### config.mk
export PLATFORM = sky130hd
export DESIGN_NAME = apb_acc_vec_flat
export DESIGN_NICKNAME = d
export VERILOG_FILES = /design/src/rtl/apb_acc_vec_pkg.sv /design/src/rtl/apb_acc_vec_if.sv /design/src/rtl/apb_acc_vec_datapath.sv /design/src/rtl/apb_acc_vec.sv /design/src/flat_wrapper.sv
export SDC_FILE = /design/constraint.sdc
export NUM_CORES = 2
export LEC_CHECK = 0
export ABC_CLOCK_PERIOD_IN_PS = 28100
export BUFFER_PORTS_ARGS = -buffer_cell sky130_fd_sc_hd__buf_4
export CAP_MARGIN = 20
export CORE_MARGIN = 5
export CORE_UTILIZATION = 55
export CTS_BUF_LIST = sky130_fd_sc_hd__clkbuf_4 sky130_fd_sc_hd__clkbuf_8
export CTS_CLUSTER_SIZE = 28
export DETAILED_ROUTE_END_ITERATION = 8
export GPL_ROUTABILITY_DRIVEN = 0
export PLACE_DENSITY = 0.71
export SYNTH_ARGS = -nofsm -noshare
export SYNTH_HDL_FRONTEND = slang
export SYNTH_SLANG_ARGS = --single-unit
### constraint.sdc
create_clock -name HCLK -period 28.1 [get_ports HCLK]
set_input_delay 4.215 -clock HCLK [delete_from_list [all_inputs] [get_ports HCLK]]
set_output_delay 4.215 -clock HCLK [all_outputs]
set_load 0.005 [all_outputs]
### src/rtl/apb_acc_vec_pkg.sv
// Shared constants, FSM state type and width helpers for the APB vector accelerator.
package acc_vec_pkg;

    localparam logic [11:0] OFF_CTRL   = 12'h000;
    localparam logic [11:0] OFF_STATUS = 12'h004;
    localparam logic [11:0] OFF_LEN    = 12'h008;
    localparam logic [11:0] OFF_DOT_LO = 12'h00C;
    localparam logic [11:0] OFF_DOT_HI = 12'h010;
    localparam logic [11:0] OFF_A_BANK = 12'h100;
    localparam logic [11:0] OFF_B_BANK = 12'h400;
    localparam logic [11:0] OFF_R_BANK = 12'h800;

    localparam int CTRL_START  = 0;
    localparam int CTRL_MODE   = 1;
    localparam int CTRL_SIGNED = 2;
    localparam int CTRL_IRQ_EN = 3;

    localparam int ST_BUSY = 0;
    localparam int ST_DONE = 1;
    localparam int ST_ERR  = 2;

    typedef enum logic [1:0] {IDLE, RUN, FIN} state_t;

    // Sum of n_elem full-width products can never overflow this width.
    function automatic int acc_width(input int elem_w, input int n_elem);
        return 2 * elem_w + $clog2(n_elem);
    endfunction

    function automatic int elem_per_word(input int elem_w);
        return 32 / elem_w;
    endfunction

endpackage

### src/rtl/apb_acc_vec_if.sv
// APB slave signal bundle for the vector accelerator.
interface apb_acc_vec_if #(
    parameter int APB_ADDR_WIDTH = 12
);
    logic [APB_ADDR_WIDTH-1:0] PADDR;
    logic [31:0]               PWDATA;
    logic                      PWRITE;
    logic                      PSEL;
    logic                      PENABLE;
    logic [31:0]               PRDATA;
    logic                      PREADY;
    logic                      PSLVERR;

    modport master (
        output PADDR, PWDATA, PWRITE, PSEL, PENABLE,
        input  PRDATA, PREADY, PSLVERR
    );

    modport slave (
        input  PADDR, PWDATA, PWRITE, PSEL, PENABLE,
        output PRDATA, PREADY, PSLVERR
    );
endinterface

### src/rtl/apb_acc_vec_datapath.sv
// LANES parallel multipliers (signed/unsigned) and an adder tree producing one partial sum.
module acc_vec_datapath
    import acc_vec_pkg::*;
#(
    parameter int LANES  = 4,
    parameter int ELEM_W = 8,
    parameter int SUM_W  = 20
) (
    input  logic [LANES-1:0][ELEM_W-1:0]   a,
    input  logic [LANES-1:0][ELEM_W-1:0]   b,
    input  logic                           is_signed,
    output logic [LANES-1:0][2*ELEM_W-1:0] prod,
    output logic [SUM_W-1:0]               psum
);
    localparam int PW = 2 * ELEM_W;

    logic [LANES-1:0][SUM_W-1:0] ext;

    for (genvar l = 0; l < LANES; l++) begin : g_lane
        logic signed [PW+1:0] ax;
        logic signed [PW+1:0] bx;
        logic signed [PW+1:0] px;

        // One extra operand bit lets a single signed multiplier cover both modes.
        assign ax      = (PW+2)'($signed({is_signed & a[l][ELEM_W-1], a[l]}));
        assign bx      = (PW+2)'($signed({is_signed & b[l][ELEM_W-1], b[l]}));
        assign px      = ax * bx;
        assign prod[l] = px[PW-1:0];
        assign ext[l]  = SUM_W'(px);
    end

    always_comb begin
        psum = '0;
        for (int l = 0; l < LANES; l++) begin
            psum = psum + ext[l];
        end
    end
endmodule

### src/rtl/apb_acc_vec.sv
// APB-mapped vector accelerator: operand/result banks, register decode, run FSM, accumulator.
// state | meaning
// IDLE  | waiting for a START with a legal LEN
// RUN   | LANES elements multiplied per cycle, idx advances by LANES
// FIN   | DONE is set on the edge leaving this state, back to IDLE
module apb_acc_vec
    import acc_vec_pkg::*;
#(
    parameter int APB_ADDR_WIDTH = 12,
    parameter int N_ELEM         = 16,
    parameter int ELEM_W         = 8,
    parameter int LANES          = 4
) (
    input  logic          HCLK,
    input  logic          HRESETn,
    apb_acc_vec_if.slave  apb,
    output logic          irq_o
);
    localparam int EPW     = elem_per_word(ELEM_W);
    localparam int RPW     = EPW / 2;
    localparam int PW      = 2 * ELEM_W;
    localparam int ACC_W   = acc_width(ELEM_W, N_ELEM);
    localparam int EI_W    = $clog2(N_ELEM);
    localparam int A_WORDS = N_ELEM / EPW;
    localparam int R_WORDS = N_ELEM / RPW;

    localparam logic [9:0] WA_A     = OFF_A_BANK[11:2];
    localparam logic [9:0] WA_B     = OFF_B_BANK[11:2];
    localparam logic [9:0] WA_R     = OFF_R_BANK[11:2];
    localparam logic [9:0] WA_A_END = WA_A + 10'(A_WORDS);
    localparam logic [9:0] WA_B_END = WA_B + 10'(A_WORDS);
    localparam logic [9:0] WA_R_END = WA_R + 10'(R_WORDS);

    state_t state_q, state_d;

    logic [N_ELEM-1:0][ELEM_W-1:0] a_mem, b_mem;
    logic [N_ELEM-1:0][PW-1:0]     r_mem;
    logic [ACC_W-1:0]              acc_q;
    logic [31:0]                   len_q, idx_q;
    logic                          ctrl_mode, ctrl_signed, ctrl_irq_en;
    logic                          st_done, st_err;

    logic [9:0]  wa, a_wi, b_wi, r_wi;
    logic        acc_wr, wr_ok, slverr, busy;
    logic        hit_ctrl, hit_status, hit_len, hit_dot_lo, hit_dot_hi, hit_a, hit_b, hit_r;
    logic        len_ok, start_req, start_go, start_bad, last_beat;
    logic [63:0] dot64;
    logic [31:0] rdata;
    logic        unused_addr_lsb;

    logic [LANES-1:0][ELEM_W-1:0] dp_a, dp_b;
    logic [LANES-1:0][PW-1:0]     dp_prod;
    logic [ACC_W-1:0]             dp_psum;

    assign wa         = apb.PADDR[11:2];
    assign unused_addr_lsb = ^apb.PADDR[1:0];
    assign acc_wr     = apb.PSEL & apb.PENABLE & apb.PWRITE;
    assign busy       = (state_q != IDLE);

    assign hit_ctrl   = (wa == OFF_CTRL[11:2]);
    assign hit_status = (wa == OFF_STATUS[11:2]);
    assign hit_len    = (wa == OFF_LEN[11:2]);
    assign hit_dot_lo = (wa == OFF_DOT_LO[11:2]);
    assign hit_dot_hi = (wa == OFF_DOT_HI[11:2]);
    assign hit_a      = (wa >= WA_A) && (wa < WA_A_END);
    assign hit_b      = (wa >= WA_B) && (wa < WA_B_END);
    assign hit_r      = (wa >= WA_R) && (wa < WA_R_END);
    assign a_wi       = wa - WA_A;
    assign b_wi       = wa - WA_B;
    assign r_wi       = wa - WA_R;

    always_comb begin
        slverr = 1'b0;
        if (acc_wr) begin
            if (hit_r || hit_dot_lo || hit_dot_hi) begin
                slverr = 1'b1;
            end else if (busy && (hit_a || hit_b || hit_len || hit_ctrl)) begin
                slverr = 1'b1;
            end
        end
    end

    assign wr_ok     = acc_wr & ~slverr;
    assign len_ok    = (len_q != 32'd0) && (len_q <= 32'(N_ELEM));
    assign start_req = wr_ok & hit_ctrl & apb.PWDATA[CTRL_START];
    assign start_go  = start_req & len_ok;
    assign start_bad = start_req & ~len_ok;
    assign last_beat = (idx_q + 32'(LANES)) >= len_q;

    assign dot64 = ctrl_signed ? {{(64-ACC_W){acc_q[ACC_W-1]}}, acc_q}
                               : {{(64-ACC_W){1'b0}}, acc_q};

    always_comb begin
        rdata = 32'hFFFF_FFFF;
        if (hit_ctrl) begin
            rdata = {28'd0, ctrl_irq_en, ctrl_signed, ctrl_mode, 1'b0};
        end else if (hit_status) begin
            rdata = {29'd0, st_err, st_done, busy};
        end else if (hit_len) begin
            rdata = len_q;
        end else if (hit_dot_lo) begin
            rdata = dot64[31:0];
        end else if (hit_dot_hi) begin
            rdata = dot64[63:32];
        end else if (hit_a) begin
            rdata = a_mem[EI_W'(a_wi * EPW) +: EPW];
        end else if (hit_b) begin
            rdata = b_mem[EI_W'(b_wi * EPW) +: EPW];
        end else if (hit_r) begin
            rdata = r_mem[EI_W'(r_wi * RPW) +: RPW];
        end
    end

    assign apb.PRDATA  = rdata;
    assign apb.PREADY  = 1'b1;
    assign apb.PSLVERR = slverr;
    assign irq_o       = st_done & ctrl_irq_en;

    // Lanes past LEN get a zero operand, so their product and contribution are zero.
    always_comb begin
        dp_a = a_mem[EI_W'(idx_q) +: LANES];
        dp_b = b_mem[EI_W'(idx_q) +: LANES];
        for (int l = 0; l < LANES; l++) begin
            if ((idx_q + 32'(l)) >= len_q) begin
                dp_a[l] = '0;
            end
        end
    end

    acc_vec_datapath #(
        .LANES (LANES),
        .ELEM_W(ELEM_W),
        .SUM_W (ACC_W)
    ) u_datapath (
        .a        (dp_a),
        .b        (dp_b),
        .is_signed(ctrl_signed),
        .prod     (dp_prod),
        .psum     (dp_psum)
    );

    always_ff @(posedge HCLK) begin
        if (!HRESETn) begin
            state_q <= IDLE;
        end else begin
            state_q <= state_d;
        end
    end

    always_comb begin
        state_d = state_q;
        case (state_q)
            IDLE:    if (start_go) state_d = RUN;
            RUN:     if (last_beat) state_d = FIN;
            FIN:     state_d = IDLE;
            default: state_d = IDLE;
        endcase
    end

    always_ff @(posedge HCLK) begin
        if (!HRESETn) begin
            a_mem       <= '0;
            b_mem       <= '0;
            r_mem       <= '0;
            acc_q       <= '0;
            len_q       <= 32'(N_ELEM);
            idx_q       <= '0;
            ctrl_mode   <= 1'b0;
            ctrl_signed <= 1'b0;
            ctrl_irq_en <= 1'b0;
            st_done     <= 1'b0;
            st_err      <= 1'b0;
        end else begin
            if (wr_ok && hit_a) a_mem[EI_W'(a_wi * EPW) +: EPW] <= apb.PWDATA;
            if (wr_ok && hit_b) b_mem[EI_W'(b_wi * EPW) +: EPW] <= apb.PWDATA;
            if (wr_ok && hit_len) len_q <= apb.PWDATA;
            if (wr_ok && hit_ctrl && !start_bad) begin
                ctrl_mode   <= apb.PWDATA[CTRL_MODE];
                ctrl_signed <= apb.PWDATA[CTRL_SIGNED];
                ctrl_irq_en <= apb.PWDATA[CTRL_IRQ_EN];
            end
            if (wr_ok && hit_status) begin
                if (apb.PWDATA[ST_DONE]) st_done <= 1'b0;
                if (apb.PWDATA[ST_ERR])  st_err  <= 1'b0;
            end
            if (start_bad) st_err <= 1'b1;
            // R is cleared at START so elements beyond LEN read back as zero.
            if (start_go) begin
                idx_q   <= '0;
                acc_q   <= '0;
                r_mem   <= '0;
                st_done <= 1'b0;
            end
            if (state_q == RUN) begin
                r_mem[EI_W'(idx_q) +: LANES] <= dp_prod;
                if (ctrl_mode) acc_q <= acc_q + dp_psum;
                idx_q <= idx_q + 32'(LANES);
            end
            if (state_q == FIN) st_done <= 1'b1;
        end
    end
endmodule

### src/flat_wrapper.sv
// flat-port wrapper written by rule: the top's interface ports become plain ports
module apb_acc_vec_flat import acc_vec_pkg::*;
#(
    parameter int APB_ADDR_WIDTH = 12,
    parameter int N_ELEM         = 16,
    parameter int ELEM_W         = 8,
    parameter int LANES          = 4
)
  (HCLK, HRESETn, irq_o, apb_PADDR, apb_PWDATA, apb_PWRITE, apb_PSEL, apb_PENABLE, apb_PRDATA, apb_PREADY, apb_PSLVERR);
  apb_acc_vec_if #(.APB_ADDR_WIDTH(APB_ADDR_WIDTH)) apb_i ();
  input  logic HCLK;
  input  logic HRESETn;
  output logic irq_o;
  input wire logic [$bits(apb_i.PADDR)-1:0] apb_PADDR;
  input wire logic [$bits(apb_i.PWDATA)-1:0] apb_PWDATA;
  input wire logic [$bits(apb_i.PWRITE)-1:0] apb_PWRITE;
  input wire logic [$bits(apb_i.PSEL)-1:0] apb_PSEL;
  input wire logic [$bits(apb_i.PENABLE)-1:0] apb_PENABLE;
  output wire logic [$bits(apb_i.PRDATA)-1:0] apb_PRDATA;
  output wire logic [$bits(apb_i.PREADY)-1:0] apb_PREADY;
  output wire logic [$bits(apb_i.PSLVERR)-1:0] apb_PSLVERR;
  assign apb_i.PADDR = apb_PADDR;
  assign apb_i.PWDATA = apb_PWDATA;
  assign apb_i.PWRITE = apb_PWRITE;
  assign apb_i.PSEL = apb_PSEL;
  assign apb_i.PENABLE = apb_PENABLE;
  assign apb_PRDATA = apb_i.PRDATA;
  assign apb_PREADY = apb_i.PREADY;
  assign apb_PSLVERR = apb_i.PSLVERR;
  apb_acc_vec #(.APB_ADDR_WIDTH(APB_ADDR_WIDTH), .N_ELEM(N_ELEM), .ELEM_W(ELEM_W), .LANES(LANES)) u_core (.HCLK(HCLK), .HRESETn(HRESETn), .apb(apb_i), .irq_o(irq_o));
endmodule
; ---- After elaboration in Yosys (flattened, before gate mapping)
; Index checks and enable logic that the tools add are counted.
[word_totals]
regBits = 603
inputBits = 49
out_inout_bits = 35
word_cells = 262
[op_classes]
n_addsub = 14
mul = 4
n_lt_le_gt_ge = 12
eq_ne = 8
shifts = 83
n_mux = 37
n_bitwise = 18
reduce_logical = 29
[ops]
columns = op, count
row1 = 256-bit 2-to-1 mux, 3
row2 = 16-bit by 5-bit variable part select with 4-bit output, 32
row3 = 4-bit by 6-bit variable part select with 16-bit output, 32
row4 = 32-bit 2-to-1 mux, 10
row5 = 128-bit bitwise mux, 2
row6 = 256-bit bitwise mux, 1
row7 = 16-bit by 5-bit variable part select with 2-bit output, 16
row8 = 32-bit >= comparator, 5
row9 = 9-bit by 9-bit multiplier with 18-bit output, 4
row10 = 32-bit by 2-bit adder with 32-bit output (second input constant), 2
row11 = 64-bit 2-to-1 mux, 1
row12 = 20-bit 2-to-1 mux, 3
row13 = 4-bit by 6-bit variable shift with 16-bit output (first input constant), 3
row14 = 20-bit adder, 2
row15 = 32-bit by 1-bit adder with 32-bit output (second input constant), 1
row16 = 32-bit by 3-bit adder with 32-bit output (second input constant), 1
row17 = 32-bit by 5-bit <= comparator with 1-bit output (second input constant), 1
row18 = 8-bit 2-to-1 mux, 4
row19 = 32-bit nonzero test, 1
row20 = 19-bit by 18-bit adder with 20-bit output, 1
row21 = 10-bit by 2-bit == test with 1-bit output (second input constant), 2
row22 = 18-bit by 18-bit adder with 19-bit output, 1
row23 = 4-bit negation with 6-bit output, 3
row24 = 1-bit bitwise AND, 16
row25 = other kinds (25), 58

; ---- Depth between registers and ports, before layout
[depth]
ltp_word = 18
depth_mapped = 47
depth_no_buf = 41

; ---- Cells and area by module
; From an unflattened synthesis, not the netlist that was laid out.
[hier_totals]
cells_unflattened = 5150
area_unflattened_um2 = 45861.5
[modules_own_cells]
columns = module, n_inst, cells_per_inst, area_per_inst_um2, seq_area_each_um2
row1 = apb_acc_vec, 1, 3579, 31960.7, 12031.5
row2 = acc_vec_datapath, 1, 1571, 13900.8, 0.0

; ---- Least setup slack after synthesis
; Ideal clock, no wire load.
[synth_timing]
kind = input to output
startpoint = input apb_PADDR[3]
endpoint = output apb_PRDATA[29]
t_arrival_ns = 6.546
required_ns = 23.885
path_slack_ns = 17.339
stages = 12
path_buffers = 4
path_cell_list = clkbuf_1 > clkbuf_1 > inv_1 > ha_1 > clkbuf_1 > and2_1 > o21ai_0 > or3_1 > clkbuf_1 > o221ai_1 > a21o_1 > a211oi_1
[synth_between]
elab_chain_len = 10
word_cells_on_any_way = 28
classes_between = add/sub (3) / order compare (6) / eq/ne (4) / shift (3) / mux (8) / reduce/logical (4)
[synth_lines]
columns = element, line
row1 = start: declaration, flat_wrapper.sv:14  ; input wire logic [$bits(apb_i.PADDR)-1:0] apb_PADDR;
row2 = 3-bit by 1-bit subtractor with 3-bit output (tied with other cells), apb_acc_vec.sv:70  ; assign r_wi = wa - WA_R;
row3 = 16-bit by 5-bit variable part select with 2-bit output or 1-bit logical AND (tied branches), "apb_acc_vec.sv:110, apb_acc_vec.sv:67"
row4 = 32-bit 2-to-1 mux, apb_acc_vec.sv:109  ; end else if (hit_r) begin
row5 = 32-bit 2-to-1 mux, apb_acc_vec.sv:107  ; end else if (hit_b) begin
row6 = 32-bit 2-to-1 mux, apb_acc_vec.sv:105  ; end else if (hit_a) begin
row7 = 32-bit 2-to-1 mux, apb_acc_vec.sv:103  ; end else if (hit_dot_hi) begin
row8 = 32-bit 2-to-1 mux, apb_acc_vec.sv:101  ; end else if (hit_dot_lo) begin
row9 = 32-bit 2-to-1 mux, apb_acc_vec.sv:99  ; end else if (hit_len) begin
row10 = 32-bit 2-to-1 mux, apb_acc_vec.sv:97  ; end else if (hit_status) begin
row11 = 32-bit 2-to-1 mux (*), apb_acc_vec.sv:95  ; if (hit_ctrl) begin
row12 = end: declaration, flat_wrapper.sv:19  ; output wire logic [$bits(apb_i.PRDATA)-1:0] apb_PRDATA;
; Mark *: on every way between the ends. The rest lies on a longest branch, timed or not.

; ---- Final worst setup path
[layout_timing]
startpoint = register u_core.len_q[19]
endpoint = register u_core.acc_q[19]
[layout_between]
elab_chain_len = 10
word_cells_on_any_way = 27
classes_between = add/sub (4) / mul (4) / order compare (5) / mux (7) / bitwise (5) / reduce/logical (2)
[layout_lines]
columns = element, line
row1 = start: declaration, apb_acc_vec.sv:39  ; logic [31:0] len_q, idx_q;
row2 = start signal: assignment, apb_acc_vec.sv:166  ; len_q <= 32'(N_ELEM);
row3 = start signal: assignment, apb_acc_vec.sv:176  ; if (wr_ok && hit_len) len_q <= apb.PWDATA;
row4 = 32-bit >= comparator, apb_acc_vec.sv:124  ; if ((idx_q + 32'(l)) >= len_q) begin
row5 = 8-bit 2-to-1 mux, apb_acc_vec.sv:124
row6 = 1-bit bitwise AND, apb_acc_vec_datapath.sv:25  ; assign ax = (PW+2)'($signed({is_signed & a[l][ELEM_W-1], a[l]}));
row7 = 9-bit by 9-bit multiplier with 18-bit output, apb_acc_vec_datapath.sv:27  ; assign px = ax * bx;
row8 = 18-bit by 18-bit adder with 19-bit output, apb_acc_vec_datapath.sv:35  ; psum = psum + ext[l];
row9 = 19-bit by 18-bit adder with 20-bit output, apb_acc_vec_datapath.sv:35
row10 = 20-bit adder, apb_acc_vec_datapath.sv:35
row11 = 20-bit adder, apb_acc_vec.sv:196  ; if (ctrl_mode) acc_q <= acc_q + dp_psum;
row12 = 20-bit 2-to-1 mux, apb_acc_vec.sv:196
row13 = 20-bit 2-to-1 mux (*), apb_acc_vec.sv:194  ; if (state_q == RUN) begin
row14 = end signal: assignment, apb_acc_vec.sv:196
row15 = end: declaration, apb_acc_vec.sv:38  ; logic [ACC_W-1:0] acc_q;
; Marked as above.
; A chain may end at the register's enable or synchronous reset.

==> results <==
- The share of total power in sequential cells is 0.465.
- The run finished with clean final reports.
- The worst reg2reg path endpoint is u_core.acc_q[19].
- The hold buffer count at CTS is 0.
- The final count of negative-setup-slack endpoints is 0.
- Data arrives at the worst endpoint at 12660 ps.
- The share of flip-flops with an asynchronous set or reset after synthesis is 0.
- Cell internal power was estimated by the tool at 1380 uW.
- The tightest min-delay check is of the flop to flop type.
- The gate count of the mapped netlist is 5112.
- Of the total power, the clock network draws 0.494.
- For this block, the initial DRC count from the detailed router was 4341.
- The most numerous cell type found on the critical path is sky130_fd_sc_hd__fa_1.
- For this configuration, the core starts out at a cell density of 0.552.
- The number of setup buffers added after CTS is 0.
- sky130_fd_sc_hd__nand2_1 is the most common cell in the netlist.
- For this design the ratio of total power to cell area is 37.1 nW/um2.
- The worst setup path is launched from a flop.
- The initial antenna violation count was 12.
- The setup clock skew after layout is 69.5 ps.
- The worst hold margin is 450 ps.
- Across every metal layer, demand over resource in global routing totals 0.331.
- The worst max-slew margin expressed relative to the limit is 0.179.
- Among cell families on the critical path, the largest total delay comes from adder cells.
- The wire length of the first global-routing pass is 230000 um.
- The H-tree was split into 3 levels.
- The final hold violation count is 0.
- The beginning of the worst register-to-register path is u_core.len_q[19].
- Yosys attributes the largest share of cell area to sky130_fd_sc_hd__dfxtp_1 (26%), sky130_fd_sc_hd__fa_1 (15%), sky130_fd_sc_hd__mux4_2 (9.1%), sky130_fd_sc_hd__ha_1 (7.8%), sky130_fd_sc_hd__nand2_1 (5.0%).
- The placeable core region is 83300 um2.
- Of the total power, the share spent switching nets is 0.246.
- Before antenna repair, the detailed router went through 6 iterations.
- Setup repair after global routing left no endpoint under its margin.
- Summing over every cut layer, the via total after detailed routing is 39324.
- The synthesized netlist contains 93 unique library cells.
- The summed negative setup slack over all endpoints is 0 ps.
- The area of the mapped netlist is 46000 um2.
- In the final layout, the share of cells above drive strength 1 is 0.121.
- The worst reg-to-reg path cell count is 34.
- The clock transition time at the flip-flop clock pins of the worst setup and hold paths is 60 ps.
- The number of enable flip-flop cells after synthesis is 0.
- The number of global-route vias before repair is 38248.
- The HPWL after detailed placement is 105000 um.
- The largest fanout of any net on the critical path is 9.
- For this run, the number of Yosys warnings is 0.
- The main flop type after synthesis is sky130_fd_sc_hd__dfxtp_1.
- Entering global routing, the biggest net connects 201 pins.
- The analysis attributes to cell leakage a power of 0.0200 uW.
- The buffer and inverter count on the worst path is 6.
- The count of cells in the finished layout, fillers not included, comes to 6142.
- Derived from the worst setup path, the maximum achievable clock frequency is 0.0832 GHz.
- The total number of nets in the final design is 5645.
- The number of nets in the synthesized netlist is 5785.
- In this run the tool buffered the top-level ports with 80 buffer cells.
- The sequential fraction of the synthesis area is 0.262.
- The detail route stage leaves a number of antenna-violating nets equal to 0.
- TritonCTS built the clock tree.
- The final max-slew violation count is 0.
- The number of storage elements in the synthesis netlist is 601.
- The area share of the largest cell type after synthesis is 0.262.
- The worst setup path is of the flop to flop kind.
- The TritonCTS buffer count is 103.
- Data on the critical path is required at its endpoint by 28740 ps.
- The via density per instance is 6.40.
- The clock sink count is 601.
- The worst path needs 12020 ps of the cycle, external delays included.
- The slowest cell on the critical path is sky130_fd_sc_hd__xor2_1.
- The floorplan row count is 106.
- Global routing finished with a remaining overflow of 0.
- In this run the power spent charging and discharging nets is 451 uW.
- The clock latency on the worst-skew pair is 790 ps.
- The post-CTS resize count is 0.
- In the final routed layout, each cell accounts on average for 24.7 um.
- The highest ir drop seen on vdd is 0.0000455 V.
- The die covers 89500 um2.
- The cell at the root of the clock tree is sky130_fd_sc_hd__clkbuf_8.
- The floorplan die width is 299 um.
- From synthesis to final layout, the design area changed by 7.36%.
- The die boundary height is 299 um.
- The setup slack of the worst register-to-register path is 16080 ps.
- The kind of end point of the critical path is a flop.
- After synthesis, the most frequently instantiated cells are sky130_fd_sc_hd__nand2_1 (613), sky130_fd_sc_hd__dfxtp_1 (601), sky130_fd_sc_hd__inv_1 (436).
- The placed cell count is 5943.
- The worst hold path was traced through 2 stages.
- For this run, design rule violations remaining after detail routing come to 0.
- The average instance in the mapped netlist occupies 9.00 um2.
- For the pin with the worst max-slew slack, the measured transition is 1220 ps.
- Of the total power, combinational logic draws 0.041.
- Counting along the longest clock path gives a buffer depth of 3.
- The fraction of the core area covered by cells at the end of the flow is 0.593.
- The beginning of the worst hold path is u_core.r_mem[203].
- Dividing the final minimum period by the clock period gives 0.428.
- In this run the count of I/O pins placed on the die edge is 84.
- The max-cap check violation count is 0.
- The path with the worst hold slack has its endpoint at u_core.r_mem[203].
- The total wirelength of the detailed-routed design is 152000 um.
- The cell taking the most area after synthesis is sky130_fd_sc_hd__dfxtp_1.
- In this design, the stage delay of the slowest critical-path cell is 910 ps.
[cell type report]
class | instances | area, um2
clock inverter | 21 | 284
clock buffer | 167 | 2050
sequential | 601 | 12000
antenna | 7 | 17.5
inverter | 436 | 1640
tap | 1080 | 1350
fill | 7260 | 33900
multi-input combinational | 3667 | 30700
timing repair buffer | 163 | 1250
[worst reg2reg max path: cells and delay by family, from the launching register on]
family / cells / cell delay [ps]
adder cells (fa/ha/maj): 11 / 5240
AO/OA/AOI/OAI: 10 / 2740
AND/OR/NAND/NOR: 6 / 1830
XOR/XNOR: 1 / 910
flip-flops: 1 / 700
buffers and inverters: 6 / 470
[registers in the layout, summed over array words and instances (netlist names)]
signal and count:
u_core.r_mem 256, u_core.acc_q 20, u_core.b_mem 128, u_core.a_mem 128, u_core.ctrl_signed 1, u_core.st_err 1
u_core.ctrl_mode 1, u_core.state_q 2, u_core.ctrl_irq_en 1, u_core.st_done 1, u_core.idx_q 30, u_core.len_q 32
[kinds of logic (layout without fill, tap and decap cells)]
| logic type | Yosys count | after routing | share of synthesized area |
|---|---|---|---|
| AO/OA/AOI/OAI | 1020 | 1020 | 0.146 |
| XOR/XNOR | 117 | 117 | 0.0223 |
| adder cells (fa/ha/maj) | 624 | 624 | 0.225 |
| buffers and inverters | 844 | 787 | 0.0718 |
| flip-flops | 601 | 601 | 0.262 |
| multiplexers | 235 | 235 | 0.102 |
| other | 1 | 8 | 0.0000815 |
| AND/OR/NAND/NOR | 1670 | 1670 | 0.172 |
[metal layers]
metal / GRT usage / part of all wire / vias up / wire [um]
met5: 0 / 0.00052 / - / 79
met4: 0.162 / 0.052 / 10 / 7830
met3: 0.0993 / 0.13 / 450 / 19300
met1: 0.443 / 0.39 / 19202 / 59600
met2: 0.493 / 0.43 / 2284 / 65000
li1: - / - / 17378 / -
[cells in the final DEF (no fill, tap or decap), types with 128 or more instances in the layout]
cell / synthesis / layout
sky130_fd_sc_hd__a22oi_1: 171 / 169
sky130_fd_sc_hd__nand3_1: 354 / 354
sky130_fd_sc_hd__dfxtp_1: 601 / 599
sky130_fd_sc_hd__o21ai_0: 136 / 136
sky130_fd_sc_hd__clkbuf_8: 0 / 128
sky130_fd_sc_hd__fa_1: 336 / 336
sky130_fd_sc_hd__a21boi_0: 129 / 129
sky130_fd_sc_hd__mux4_2: 186 / 186
sky130_fd_sc_hd__inv_1: 436 / 435
sky130_fd_sc_hd__ha_1: 288 / 288
sky130_fd_sc_hd__a21oi_1: 300 / 300
sky130_fd_sc_hd__nand2_1: 613 / 611
sky130_fd_sc_hd__buf_4: 10 / 158
sky130_fd_sc_hd__nor2_1: 297 / 294
[worst max path at each step]
stage / startpoint / to / depth (start not counted)
floorplan: apb_PADDR[3] / apb_PRDATA[29] / 12
global placement: apb_PADDR[2] / apb_PRDATA[18] / 8
detailed placement: u_core.len_q[9] / u_core.acc_q[19] / 33
CTS: u_core.len_q[9] / u_core.acc_q[19] / 33
global route: u_core.len_q[19] / u_core.acc_q[19] / 34
finish: u_core.len_q[19] / u_core.acc_q[19] / 34
[power by group through the flow]
stage	logic, uW	registers, uW	clock network, uW
6_report	76.1	852	906
2_1_floorplan	47.0	871	0
3_3_place_gp	73.7	871	0
4_1_cts	73.6	852	909
5_1_grt	77.6	851	948
3_5_place_dp	73.6	871	0
[per-stage QoR]
stage,power (uW),setup slack (ps),area [um2]
6_report,1830,16080,49400
3_5_place_dp,944,16050,47000
2_1_floorplan,918,17340,46000
3_3_place_gp,944,16210,47000
5_1_grt,1880,15650,49400
4_1_cts,1830,15970,49300
(Power assumes the default switching activity.)
